--- config.mk ---
export PLATFORM = sky130hd
export DESIGN_NAME = tg_frame_collector
export DESIGN_NICKNAME = d
export VERILOG_FILES = /design/src/rtl/tg_pkg.sv /design/src/rtl/tg_sync_fifo.sv /design/src/rtl/tg_frame_collector.sv
export SDC_FILE = /design/constraint.sdc
export NUM_CORES = 1
export LEC_CHECK = 0
export BUFFER_PORTS_ARGS = -buffer_cell sky130_fd_sc_hd__buf_4
export CAP_MARGIN = 20
export CORE_MARGIN = 2
export CORE_UTILIZATION = 30
export DETAILED_ROUTE_END_ITERATION = 6
export GPL_TIMING_DRIVEN = 1
export HOLD_SLACK_MARGIN = 0.15
export PLACE_DENSITY_LB_ADDON = 0.12
export SKIP_LAST_GASP = 1
export SLEW_MARGIN = 5
export SYNTH_ARGS = -nofsm -noshare
export SYNTH_HDL_FRONTEND = slang
export SYNTH_HIERARCHICAL = 1
export SYNTH_SLANG_ARGS = --single-unit
export TNS_END_PERCENT = 50
--- constraint.sdc ---
create_clock -name clk -period 6.3 [get_ports clk]
set_input_delay 1.26 -clock clk [delete_from_list [all_inputs] [get_ports clk]]
set_output_delay 1.26 -clock clk [all_outputs]
set_load 0.02 [all_outputs]
--- src/rtl/tg_pkg.sv ---
// tg_pkg: shared definitions for the telegraph frame collector.
//   WORD_W_DEF / DEPTH_DEF : default word width and output FIFO depth
//   LEN_W_DEF              : width of a bit-length field (holds 0..WORD_W_DEF)
//   cap_state_t            : capture FSM state (IDLE = no bits held, COLLECT = 1..WORD_W-1 bits held)
//   tg_entry_t             : one output FIFO entry {data, len, partial}
package tg_pkg;

   localparam int WORD_W_DEF = 8;
   localparam int DEPTH_DEF  = 4;
   localparam int LEN_W_DEF  = $clog2(WORD_W_DEF) + 1;

   typedef enum logic {
      CAP_IDLE    = 1'b0,
      CAP_COLLECT = 1'b1
   } cap_state_t;

   // Entry layout is sized by the package defaults; a collector built with a
   // different WORD_W must change WORD_W_DEF together with it.
   typedef struct packed {
      logic [WORD_W_DEF-1:0] data;
      logic [LEN_W_DEF-1:0]  len;
      logic                  partial;
   } tg_entry_t;

endpackage

--- src/rtl/tg_sync_fifo.sv ---
// tg_sync_fifo: single-clock FIFO with exact occupancy tracking.
//   clk, rst      : clock, asynchronous active-low reset
//   push/push_data: write request; accepted when not full, or when full and a pop
//                   happens on the same edge
//   pop           : read request; ignored while empty
//   pop_data      : head entry (meaningful only while empty=0)
//   full, empty   : occupancy == DEPTH / occupancy == 0
module tg_sync_fifo #(
   parameter int DATA_W = 13,
   parameter int DEPTH  = 4
) (
   input  logic              clk,
   input  logic              rst,
   input  logic              push,
   input  logic [DATA_W-1:0] push_data,
   input  logic              pop,
   output logic [DATA_W-1:0] pop_data,
   output logic              full,
   output logic              empty
);

   localparam int PTR_W = (DEPTH > 1) ? $clog2(DEPTH) : 1;
   localparam int OCC_W = $clog2(DEPTH) + 1;
   localparam logic [PTR_W-1:0] PTR_LAST = PTR_W'(DEPTH - 1);
   localparam logic [OCC_W-1:0] OCC_FULL = OCC_W'(DEPTH);

   logic [DATA_W-1:0] mem [DEPTH];
   logic [PTR_W-1:0]  wr_ptr;
   logic [PTR_W-1:0]  rd_ptr;
   logic [OCC_W-1:0]  occ;
   logic              do_push;
   logic              do_pop;

   assign full    = (occ == OCC_FULL);
   assign empty   = (occ == '0);
   assign do_pop  = pop & ~empty;
   // A same-edge pop frees the slot, so a push into a full FIFO still lands.
   assign do_push = push & (~full | do_pop);
   assign pop_data = mem[rd_ptr];

   always_ff @(posedge clk) begin
      if (do_push) mem[wr_ptr] <= push_data;
   end

   always_ff @(posedge clk or negedge rst) begin
      if (!rst) begin
         wr_ptr <= '0;
         rd_ptr <= '0;
         occ    <= '0;
      end else begin
         if (do_push) wr_ptr <= (wr_ptr == PTR_LAST) ? '0 : wr_ptr + 1'b1;
         if (do_pop)  rd_ptr <= (rd_ptr == PTR_LAST) ? '0 : rd_ptr + 1'b1;
         case ({do_push, do_pop})
            2'b10:   occ <= occ + 1'b1;
            2'b01:   occ <= occ - 1'b1;
            default: occ <= occ;
         endcase
      end
   end

endmodule

--- src/rtl/tg_frame_collector.sv ---
// tg_frame_collector: assembles the serial telegraph bit stream into words.
//   clk, rst    : clock, asynchronous active-low reset
//   ser_in      : serial bit, sampled MSB-first while ser_valid=1
//   ser_valid   : bit qualifier; a falling ser_valid closes a frame (burst)
//   clr_ovf     : synchronous clear of the sticky overflow flag
//   out_ready   : consumer ready
//   out_valid   : FIFO head holds a word
//   out_data    : head word, left-aligned, zero-padded when short
//   out_len     : real bits in out_data (1..WORD_W)
//   out_partial : head word was flushed before reaching WORD_W bits
//   ovf         : sticky, set when a push was dropped on a full FIFO
//   frame_cnt   : completed bursts, wraps at 256
//   dbg_state   : capture FSM state
//
// Output handshake: a word transfers on every rising edge where out_valid=1
// and out_ready=1; out_valid never depends on out_ready, and out_ready while
// out_valid=0 does nothing.
module tg_frame_collector
   import tg_pkg::*;
#(
   parameter int WORD_W = WORD_W_DEF,
   parameter int DEPTH  = DEPTH_DEF
) (
   input  logic                    clk,
   input  logic                    rst,
   input  logic                    ser_in,
   input  logic                    ser_valid,
   input  logic                    clr_ovf,
   input  logic                    out_ready,
   output logic                    out_valid,
   output logic [WORD_W-1:0]       out_data,
   output logic [$clog2(WORD_W):0] out_len,
   output logic                    out_partial,
   output logic                    ovf,
   output logic [7:0]              frame_cnt,
   output cap_state_t              dbg_state
);

   localparam int LEN_W = $clog2(WORD_W) + 1;
   localparam logic [LEN_W-1:0] CNT_LAST = LEN_W'(WORD_W - 1);
   localparam logic [LEN_W-1:0] LEN_FULL = LEN_W'(WORD_W);

   cap_state_t        state;
   cap_state_t        state_nxt;
   logic [LEN_W-1:0]  cnt;
   logic [WORD_W-1:0] sreg;
   logic              in_burst;
   logic              push;
   tg_entry_t         push_entry;
   tg_entry_t         head;
   logic              fifo_full;
   logic              fifo_empty;
   logic              pop;
   logic              drop;

   // ---------------- capture FSM: state register ----------------
   always_ff @(posedge clk or negedge rst) begin
      if (!rst) state <= CAP_IDLE;
      else      state <= state_nxt;
   end

   // ---------------- capture FSM: next state ----------------
   // COLLECT exactly while 1..WORD_W-1 bits are held; the WORD_W-th bit
   // empties the shift register, so the FSM drops back to IDLE with it.
   always_comb begin
      state_nxt = CAP_IDLE;
      if (ser_valid && (cnt != CNT_LAST)) state_nxt = CAP_COLLECT;
   end

   // ---------------- capture FSM: outputs (push request) ----------------
   always_comb begin
      push       = 1'b0;
      push_entry = '0;
      if (ser_valid && (cnt == CNT_LAST)) begin
         push               = 1'b1;
         push_entry.data    = {sreg[WORD_W-2:0], ser_in};
         push_entry.len     = LEN_FULL;
         push_entry.partial = 1'b0;
      end else if (!ser_valid && (state == CAP_COLLECT)) begin
         // sreg holds cnt bits right-aligned; shift them up to the MSBs.
         push               = 1'b1;
         push_entry.data    = sreg << (LEN_FULL - cnt);
         push_entry.len     = cnt;
         push_entry.partial = 1'b1;
      end
   end

   // ---------------- shift register, bit count, frame counter ----------------
   always_ff @(posedge clk or negedge rst) begin
      if (!rst) begin
         cnt       <= '0;
         sreg      <= '0;
         in_burst  <= 1'b0;
         frame_cnt <= '0;
      end else if (ser_valid) begin
         in_burst <= 1'b1;
         if (cnt == CNT_LAST) begin
            cnt  <= '0;
            sreg <= '0;
         end else begin
            cnt  <= cnt + 1'b1;
            sreg <= {sreg[WORD_W-2:0], ser_in};
         end
      end else begin
         cnt  <= '0;
         sreg <= '0;
         // in_burst outlives cnt: a burst that ended on a word boundary
         // still has to be counted as a frame.
         if (in_burst) begin
            frame_cnt <= frame_cnt + 1'b1;
            in_burst  <= 1'b0;
         end
      end
   end

   // ---------------- overflow flag ----------------
   assign pop  = out_valid & out_ready;
   assign drop = push & fifo_full & ~pop;

   always_ff @(posedge clk or negedge rst) begin
      if (!rst)         ovf <= 1'b0;
      else if (drop)    ovf <= 1'b1;
      else if (clr_ovf) ovf <= 1'b0;
   end

   // ---------------- output FIFO ----------------
   tg_sync_fifo #(
      .DATA_W ($bits(tg_entry_t)),
      .DEPTH  (DEPTH)
   ) u_fifo (
      .clk       (clk),
      .rst       (rst),
      .push      (push),
      .push_data (push_entry),
      .pop       (out_ready),
      .pop_data  (head),
      .full      (fifo_full),
      .empty     (fifo_empty)
   );

   // Storage is not reset, so the head fields are forced to zero while empty.
   assign out_valid   = ~fifo_empty;
   assign out_data    = fifo_empty ? '0 : head.data;
   assign out_len     = fifo_empty ? '0 : head.len;
   assign out_partial = fifo_empty ? 1'b0 : head.partial;
   assign dbg_state   = state;

endmodule

Word-level counts from Yosys, hierarchy flattened

Memories as Yosys holds them, arrays and structs flattened.
Index checks and enable logic that the tools add are counted.
Widths: inputs -> output; s select.

Bitwise operators: 9
Equality and inequality tests: 7
Reductions and logical operators: 8
Shift operators: 1
Mux-type cells: 20
$add $sub $neg: 7

Operators with widths:

| operator            | number |
|---|---|
| $mux 13             | 2 |
| $mux 8              | 3 |
| $mux 4              | 3 |
| $mux 1              | 9 |
| $add 8x1->8 const B | 1 |
| $shl 8x4->8         | 1 |
| $eq 2x2->1 const B  | 3 |
| $pmux 3 s2          | 1 |
| $add 2x1->2 const B | 2 |
| $add 4x1->4 const B | 1 |
| $and 1x1->1         | 4 |
| $eq 4x3->1 const B  | 1 |
| $mux 2              | 2 |
| $ne 4x3->1 const B  | 1 |
| $not 1->1           | 4 |
| $reduce_bool 2->1   | 2 |
| $sub 4x4->4 const A | 1 |
| $add 3x1->3 const B | 1 |
| $eq 3x3->1 const B  | 1 |
| $logic_and 1x1->1   | 3 |
| $logic_not 3->1     | 1 |
| $sub 3x1->3 const B | 1 |
| $eq 2x1->1 const B  | 1 |
| $reduce_and 2->1    | 1 |
| other kinds (2)     | 2 |

RAM bits: 52
Logic and storage cells: 62
Bits in registers: 30
Memories: 1
Output and inout bits: 24
Input bits: 6

Memories:

| name       | depth | width | rd ports | clocked after memory_dff | wr ports | line               | RTL |
|---|---|---|---|---|---|---|---|
| u_fifo.mem | 4     | 13    | 1        | 0                        | 1        | tg_sync_fifo.sv:27 | `logic [DATA_W-1:0] mem [DEPTH];` |

Logic depth before layout (Yosys ltp)

Gate-level depths: netlist of the first run.

Word-level depth: 7
Depth in mapped cells: 12
Depth with buffers taken out: 12

Hierarchy

Netlist of the first run, hierarchy kept.

Modules (own cells, without submodules):

| module             | area each (sq um) | seq. area each (sq um) | cells each | instances |
|---|---|---|---|---|
| tg_sync_fifo       | 2334.7            | 1736.7                 | 109        | 1 |
| tg_frame_collector | 1341.3            | 575.6                  | 131        | 1 |

Worst setup path after synthesis of the first run

OpenSTA, ideal clock, no wires.

Kind: input to register
From: input ser_valid
To: register u_fifo.occ[2]
Data required time: 6.221 ns
Setup slack: 3.382 ns
Buffers on the path: 0
Library setup time: 0.079 ns
Data arrival time: 2.839 ns
Stages on the path: 11
Path through: inv_1 -> nor2_2 -> or2_2 -> o21a_4 -> inv_1 -> ha_1 -> inv_1 -> fa_1 -> xor2_1 -> nor2_1 -> xor2_1

Longest elaborated chain between the ends: 7
Elaborated cells between the ends (all ways): 10
Classes of those cells: eq/ne (2); mux (3); bitwise (1); reduce/logical (4)

RTL lines:

| element                                                | line                     | RTL |
|---|---|---|
| start: declaration                                     | tg_frame_collector.sv:27 | `input logic ser_valid,` |
| $logic_not 1->1                                        | tg_frame_collector.sv:79 | `end else if (!ser_valid && (state == CAP_COLLECT)) begin` |
| $logic_and 1x1->1                                      | tg_frame_collector.sv:79 |  |
| $mux 1                                                 | tg_frame_collector.sv:79 |  |
| $mux 1 (*)                                             | tg_frame_collector.sv:74 | `if (ser_valid && (cnt == CNT_LAST)) begin` |
| via push                                               | tg_frame_collector.sv:48 | `logic push;` |
| $and 1x1->1 (*)                                        | tg_sync_fifo.sv:38       | `assign do_push = push & (~full \| do_pop);` |
| $eq 2x1->1 / $eq 2x2->1 (equally long branches)        | tg_sync_fifo.sv:53       | `case ({do_push, do_pop})` |
| $pmux 3 s2 / $reduce_bool 2->1 (equally long branches) | --                       |  |
| end signal: assignment                                 | tg_sync_fifo.sv:54       | `2'b10: occ <= occ + 1'b1;` |
| end signal: assignment                                 | tg_sync_fifo.sv:55       | `2'b01: occ <= occ - 1'b1;` |
| end: declaration                                       | tg_sync_fifo.sv:30       | `logic [OCC_W-1:0] occ;` |

Mark *: on every way through the listed nets, which the timed path passes. The rest lies on a longest branch.
A chain may end at the register's enable or synchronous reset.

==> results.ini, run 1 <==
[status]
status = finished, final reports clean

[floorplanning]
row_count = 40
start_util = 0.3073
dieArea_mm2 = 0.01315
core_area_mm2 = 0.01196
io_pins = 30
die_height_um = 114.7
chipWidth_um = 114.7

[clocking]
cts_tree = built
clk_transition_reported_paths_ns = 0.06
cts_buffers = 9
cts_setup_buffers = 0
cts_root_buffer = clkbuf_16
cts_resized = 0
holdBufCountCts = 0
htreeDepth = 3
cts_sinks = 82
cts_buffer_depth = 2
clkLatencyLatePin_ns = 0.33

[critical_path]
endpoint_kind = output port
reg2reg_depth = 12
slowest_delay_ns = 0.95
r2r-end = u_fifo/occ[2]
crit_path_max_fanout = 16
r2r-start = cnt[0]
start_kind = flop
cp.arrival_ns = 2.19
worstPathRequired_ns = 5.04
crit_slowest_cell = dfrtp_1
ff2ff_setup_slack_ns = 3.32
path_cells = mux4_2, nor2b_1, buf_4
crit_type = flop to output port

[timing]
fin_crit_ns = 3.450
fin_tns_setup_ns = 0
finClkSkew_ns = 0.009843
hold_violations = 0
rsz0062_at_grt = no
slew_violations = 0
slew_headroom = 0.3811
fmax_mhz = 289.9
fin_crit_sh = 0.5476
tightest_slew_ns = 0.9284
setup_violations = 0

[cells_and_area]
final_cell_mix = 52 x edfxtp_1, 30 x dfrtp_1, 29 x buf_4
syn_to_final_growth_pct = 17.63
antenna_cells = 0
drive_gt1_frac = 0.2744
layout_commonest_cell = edfxtp_1
final_util = 0.3615
nets = 288

[logic_synthesis]
syn-cell-area_mm2 = 0.003676
synth_edf_count = 52
ys_warn_count = 6
synth_seq_cells = 82
synth_fp_nets = 256
synth-seq-area-share = 0.6290
synthDistinctLibCells = 43
synthArstFlopShare = 0.3659
synthFlopType = edfxtp_1
synthCells = 240
synth_area_per_cell_um2 = 15.32

[worst_hold_path]
hold_start = frame_cnt[7]
hold_path_class = flop to flop
whs_path_depth = 1
hold_end = frame_cnt[7]

[run]
cap_violations = 0

[global_routing]
antenna_found_initial = 0
grt_pass1_vias = 2003
grt_usage = 0.1126
overflow = 0
grt_pass1_wl_um = 11110
grt_max_degree = 31

[route]
drtAntennaViolNets = 0
finalWirelength_um = 6769
via_per_inst = 4.575
wl_per_cell_um = 15.96
route.detailed.drc = 0
drt_pass1_iterations = 4
drtIter0Drc = 95
vias = 1940

[placement]
dpl.hpwl_um = 4480
port-buffer-count = 29
gp_congestion = 0.7551

[pwr]
p_leak_nw = 1.728
power_density_mw_per_mm2 = 417.3
peakVddDrop_mv = 0.1749

==> synth_stat cells, drive strengths merged, types with 2 or more instances <==
master  count  area, um^2
edfxtp     52        1562
dfrtp      30       750.7
nor2b      16       102.6
mux4       14       315.3
inv        13       48.80
mux2i      12       120.1
and3       11       68.82
nand2      11       41.29
and2        9       61.31
ha          9       112.6
xnor2       8       70.07
buf         6       38.79
nor2        6       25.03
mux2        5       63.81
xor2        5       51.30
nand3       4       25.02
o21ai       4       20.02
a22o        3       26.28
clkbuf      3       11.26
a32o        2       20.02
nand4       2       12.51
nor3        2       10.01
==> cell type report <==
class	count	area (um^2)
clock buffers	9	225.2
well taps	147	183.9
repair buffers	30	231.5
multi-input cells	136	1270
fillers	1146	7637
flip-flops and latches	82	2312
clock inverters	7	52.55
inverters	13	48.80
==> through the flow <==
stage	worst slack [ns]	cell area, um^2	hold WS [ns]	instances	total power, W
floorplan	3.382	3676	0.4552	240	0.001137
global placement	2.933	4033	0.4707	407	0.001345
detailed placement	2.925	4033	0.4764	407	0.001348
CTS	2.659	4310	0.4852	423	0.001840
global route	2.650	4324	0.5251	424	0.001917
finish	2.850	4324	0.4762	424	0.001804
==> critical path, delay by kind of cell, from the launching register on <==
family | cells | cell delay, ns
DFF | 1 | 0.95
and+or+nand+nor | 1 | 0.14
muxes | 1 | 0.61
buffers and inverters | 1 | 0.15
==> per-layer routing <==
metal	up-vias	global-route usage	part of all wire
li1	946	-	-
met1	960	0.1592	0.51
met2	28	0.1669	0.45
met3	6	0.02541	0.027
met4	0	0.04819	0.0099
met5	-	0	0
==> kinds of logic after synthesis <==
family | share of synthesized area
adders and majority gates | 0.03608
AOI/OAI and AO/OA | 0.02962
muxes | 0.1358
xor gates and xnor gates | 0.03302
and+or+nand+nor | 0.1096
buffers and inverters | 0.02689
DFF | 0.6290
==> power by group <==
| group | total [W] | leakage (nW) | internal, W | switching (W) |
|---|---|---|---|---|
| clock | 0.000482 | 0.126 | 0.000269 | 0.000213 |
| combinational | 0.000566 | 0.737 | 0.000296 | 0.000269 |
| sequential | 0.000757 | 0.865 | 0.000655 | 0.000102 |
| total | 0.00180 | 1.73 | 0.00122 | 0.000585 |
==> state kept, by name, summed over array words and instances (netlist names) <==
name	cells
ovf	1
sreg	8
dbg_state	1
u_fifo/wr_ptr	2
u_fifo/rd_ptr	2
u_fifo/mem	52
u_fifo/occ	3
in_burst	1
cnt	4
frame_cnt	8
==> worst max path at each step <==
| stage | from | endpoint | slack, ns | cells past startpoint |
|---|---|---|---|---|
| 6_report | u_fifo/rd_ptr[0] | out_data[3] | 2.85 | 3 |
| 3_5_place_dp | ser_valid | u_fifo/occ[2] | 2.93 | 11 |
| 4_1_cts | u_fifo/rd_ptr[0] | out_len[0] | 2.66 | 3 |
| 5_1_grt | u_fifo/rd_ptr[0] | out_data[0] | 2.65 | 3 |
| 2_1_floorplan | ser_valid | u_fifo/occ[2] | 3.38 | 11 |
| 3_3_place_gp | ser_valid | u_fifo/occ[2] | 2.93 | 11 |
Note: power is estimated with default switching activity, not from simulation.
==> inputs of run 2 (changes only) <==
- clock period: 6.3 -> 3.4 ns (I/O delays scaled with it)
==> run 2 against run 1 <==
Against the previous run: clock power rose by 93%; wire length fell by 2.9%; design area rose by 0.46%; largest cell class unchanged; non-clock buffer count rose by 2; highest routed layer unchanged; setup slack got worse by 2.4 ns; count of clock-buffer cells in the layout rose by 3; die area did not move; flip-flop and latch count did not move; clock skew rose by 0.00086 ns; via count rose by 0.36%; final cell count rose by 0.47%.
==> results.ini, run 2 (same netlist as run 1, synthesis figures left out) <==
[timing]
fin_crit_sh = 0.8609
fin_tns_setup_ns = 0  ; unchanged
whs_ns = 0.2781  ; -0.1981 ns
hold_violations = 0  ; unchanged
slew_headroom = 0.5462  ; +0.1651
fmax_mhz = 341.7
rsz0062_at_grt = no
setup_violations = 0  ; unchanged
tightest_slew_ns = 0.6807  ; -0.2477 ns
finClkSkew_ns = 0.01071  ; +0.0008639 ns
worst_slack_ns = 0.4731  ; -2.377 ns
slew_violations = 0  ; unchanged
fin_crit_ns = 2.927

[global_routing]
overflow = 0  ; unchanged
grt_pass1_vias = 2007  ; +0.20%
grt_max_degree = 31  ; unchanged
grt_usage = 0.1102  ; -0.002438
grt_pass1_wl_um = 10810  ; -2.7%
antenna_found_initial = 0  ; unchanged

[cells_and_area]
layout_commonest_cell = edfxtp_1
nets = 290  ; +0.69%
final_cell_mix = 52 x edfxtp_1, 32 x buf_4, 30 x dfrtp_1
largest_register_ffs = 52  ; unchanged
regMostFlops = u_fifo/mem
top_regs = u_fifo/mem x52, frame_cnt x8, sreg x8
syn_to_final_growth_pct = 18.18
final_cells = 426  ; +0.47%
antenna_cells = 0  ; unchanged
drive_gt1_frac = 0.2724  ; -0.001967

[clocking]
clk_transition_reported_paths_ns = 0.06  ; about the same
clkLatencyLatePin_ns = 0.33  ; about the same
cts_root_buffer = clkbuf_16
cts_tree = built
holdBufCountCts = 0  ; unchanged
cts_buffers = 9  ; unchanged
cts_sinks = 82  ; unchanged
cts_resized = 0  ; unchanged
htreeDepth = 3  ; unchanged
cts_buffer_depth = 2  ; unchanged
cts_setup_buffers = 0  ; unchanged

[critical_path]
crit_path_max_fanout = 13  ; -3
cp.arrival_ns = 3.18  ; +0.99 ns
start_kind = flop
endpoint_kind = flop
crit_type = flop to flop
worstPathRequired_ns = 3.65  ; -1.39 ns

[pwr]
peakVddDrop_mv = 0.2818  ; +61%
swShare = 0.3101  ; -0.01383
seqPwrFrac = 0.398  ; -0.021
intPower_w = 0.002338  ; +92%
total_power_w = 0.003389  ; +88%
comb_power_share = 0.327  ; +0.014
clkPwrFrac = 0.275  ; +0.008
p_leak_nw = 1.739  ; +0.65%
p_switching_w = 0.001051  ; +80%
power_density_mw_per_mm2 = 780.1  ; +87%

[floorplanning]
io_pins = 30  ; unchanged
dieArea_mm2 = 0.01315  ; unchanged
chipWidth_um = 114.7  ; unchanged
core_area_mm2 = 0.01196  ; unchanged
row_count = 40  ; unchanged
die_height_um = 114.7  ; unchanged
start_util = 0.3073  ; unchanged

[placement]
dpl.hpwl_um = 4449  ; -0.69%
numPlacedInstances = 410  ; +0.74%
port-buffer-count = 29  ; unchanged
gp_congestion = 0.7958  ; +5.4%
dp_slack_ns = 0.4573  ; -2.468 ns

[route]
wl_per_cell_um = 15.42  ; -3.4%
drtIter0Drc = 103  ; +8.4%
route.detailed.drc = 0  ; unchanged
drtAntennaViolNets = 0  ; unchanged
vias = 1947  ; +0.36%
finalWirelength_um = 6571  ; -2.9%
drt_pass1_iterations = 4  ; unchanged
via_per_inst = 4.570  ; -0.11%

[worst_hold_path]
hold_path_class = input pin to asynchronous set/reset pin

[status]
status = finished, final reports clean

[run]
cap_violations = 0  ; unchanged

run 2: cell types whose count changed in the layout (fill, tap and decap cells not counted), sizes merged:
cell,change
buf,+3
clkinv,-2
inv,-2
clkbuf,+2
bufinv,+1
run 2: metal layers:
layer / GRT usage / share of wire / up-vias
met5: 0 / 0 / -
met4: 0.04578 / 0.013 / 0
met3: 0.02965 / 0.037 / 6
met1: 0.1536 / 0.49 / 966
met2: 0.1629 / 0.46 / 29
li1: - / - / 946
run 2: critical path, cell delays in order (launching register included):
cell and delay [ns]:
dfrtp_1 0.53, ha_1 0.30, nand3b_1 0.32, nor2_2 0.17, or2_2 0.33, o21a_4 0.15
inv_1 0.06, ha_1 0.17, inv_1 0.06, fa_1 0.37, xor2_1 0.15, nor2_1 0.11
xor2_1 0.14
run 2: layout make-up:
| type | count | area, um^2 |
|---|---|---|
| Timing Repair Buffer | 32 | 240.2 |
| Clock buffer | 12 | 236.5 |
| Multi-Input combinational cell | 136 | 1270 |
| Fill cell | 1151 | 7617 |
| Clock inverter | 4 | 52.55 |
| Tap cell | 147 | 183.9 |
| Sequential cell | 82 | 2312 |
| Inverter | 13 | 48.80 |
run 2: worst paths after layout:
| path | start | to | slack (ns) | cells past startpoint |
|---|---|---|---|---|
| setup / recovery | cnt[0] | u_fifo/occ[2] | 0.47 | 12 |
| hold / removal | rst | u_fifo/occ[1] | 0.28 | 1 |
| setup reg to reg | cnt[0] | u_fifo/occ[2] | 0.47 | 12 |
| hold reg to reg | frame_cnt[7] | frame_cnt[7] | 0.47 | 1 |
| max in group asynchronous | rst | cnt[1] | 2.83 | 1 |
| min in group clk | frame_cnt[7] | frame_cnt[7] | 0.47 | 1 |
run 2: power by group through the flow:
stage / registers (W) / clock network [W] / logic, W
finish: 0.00135 / 0.000931 / 0.00111
global route: 0.00137 / 0.00101 / 0.00121
CTS: 0.00135 / 0.000963 / 0.00113
detailed placement: 0.00137 / 0 / 0.00113
global placement: 0.00137 / 0 / 0.00113
floorplan: 0.00136 / 0 / 0.000750
run 2: metrics by stage:
stage / area (um^2) / util
finish: 4344 / 0.3632
global route: 4344 / 0.3632
CTS: 4344 / 0.3632
detailed placement: 4055 / 0.3390
global placement: 4055 / 0.3390
floorplan: 3676 / -
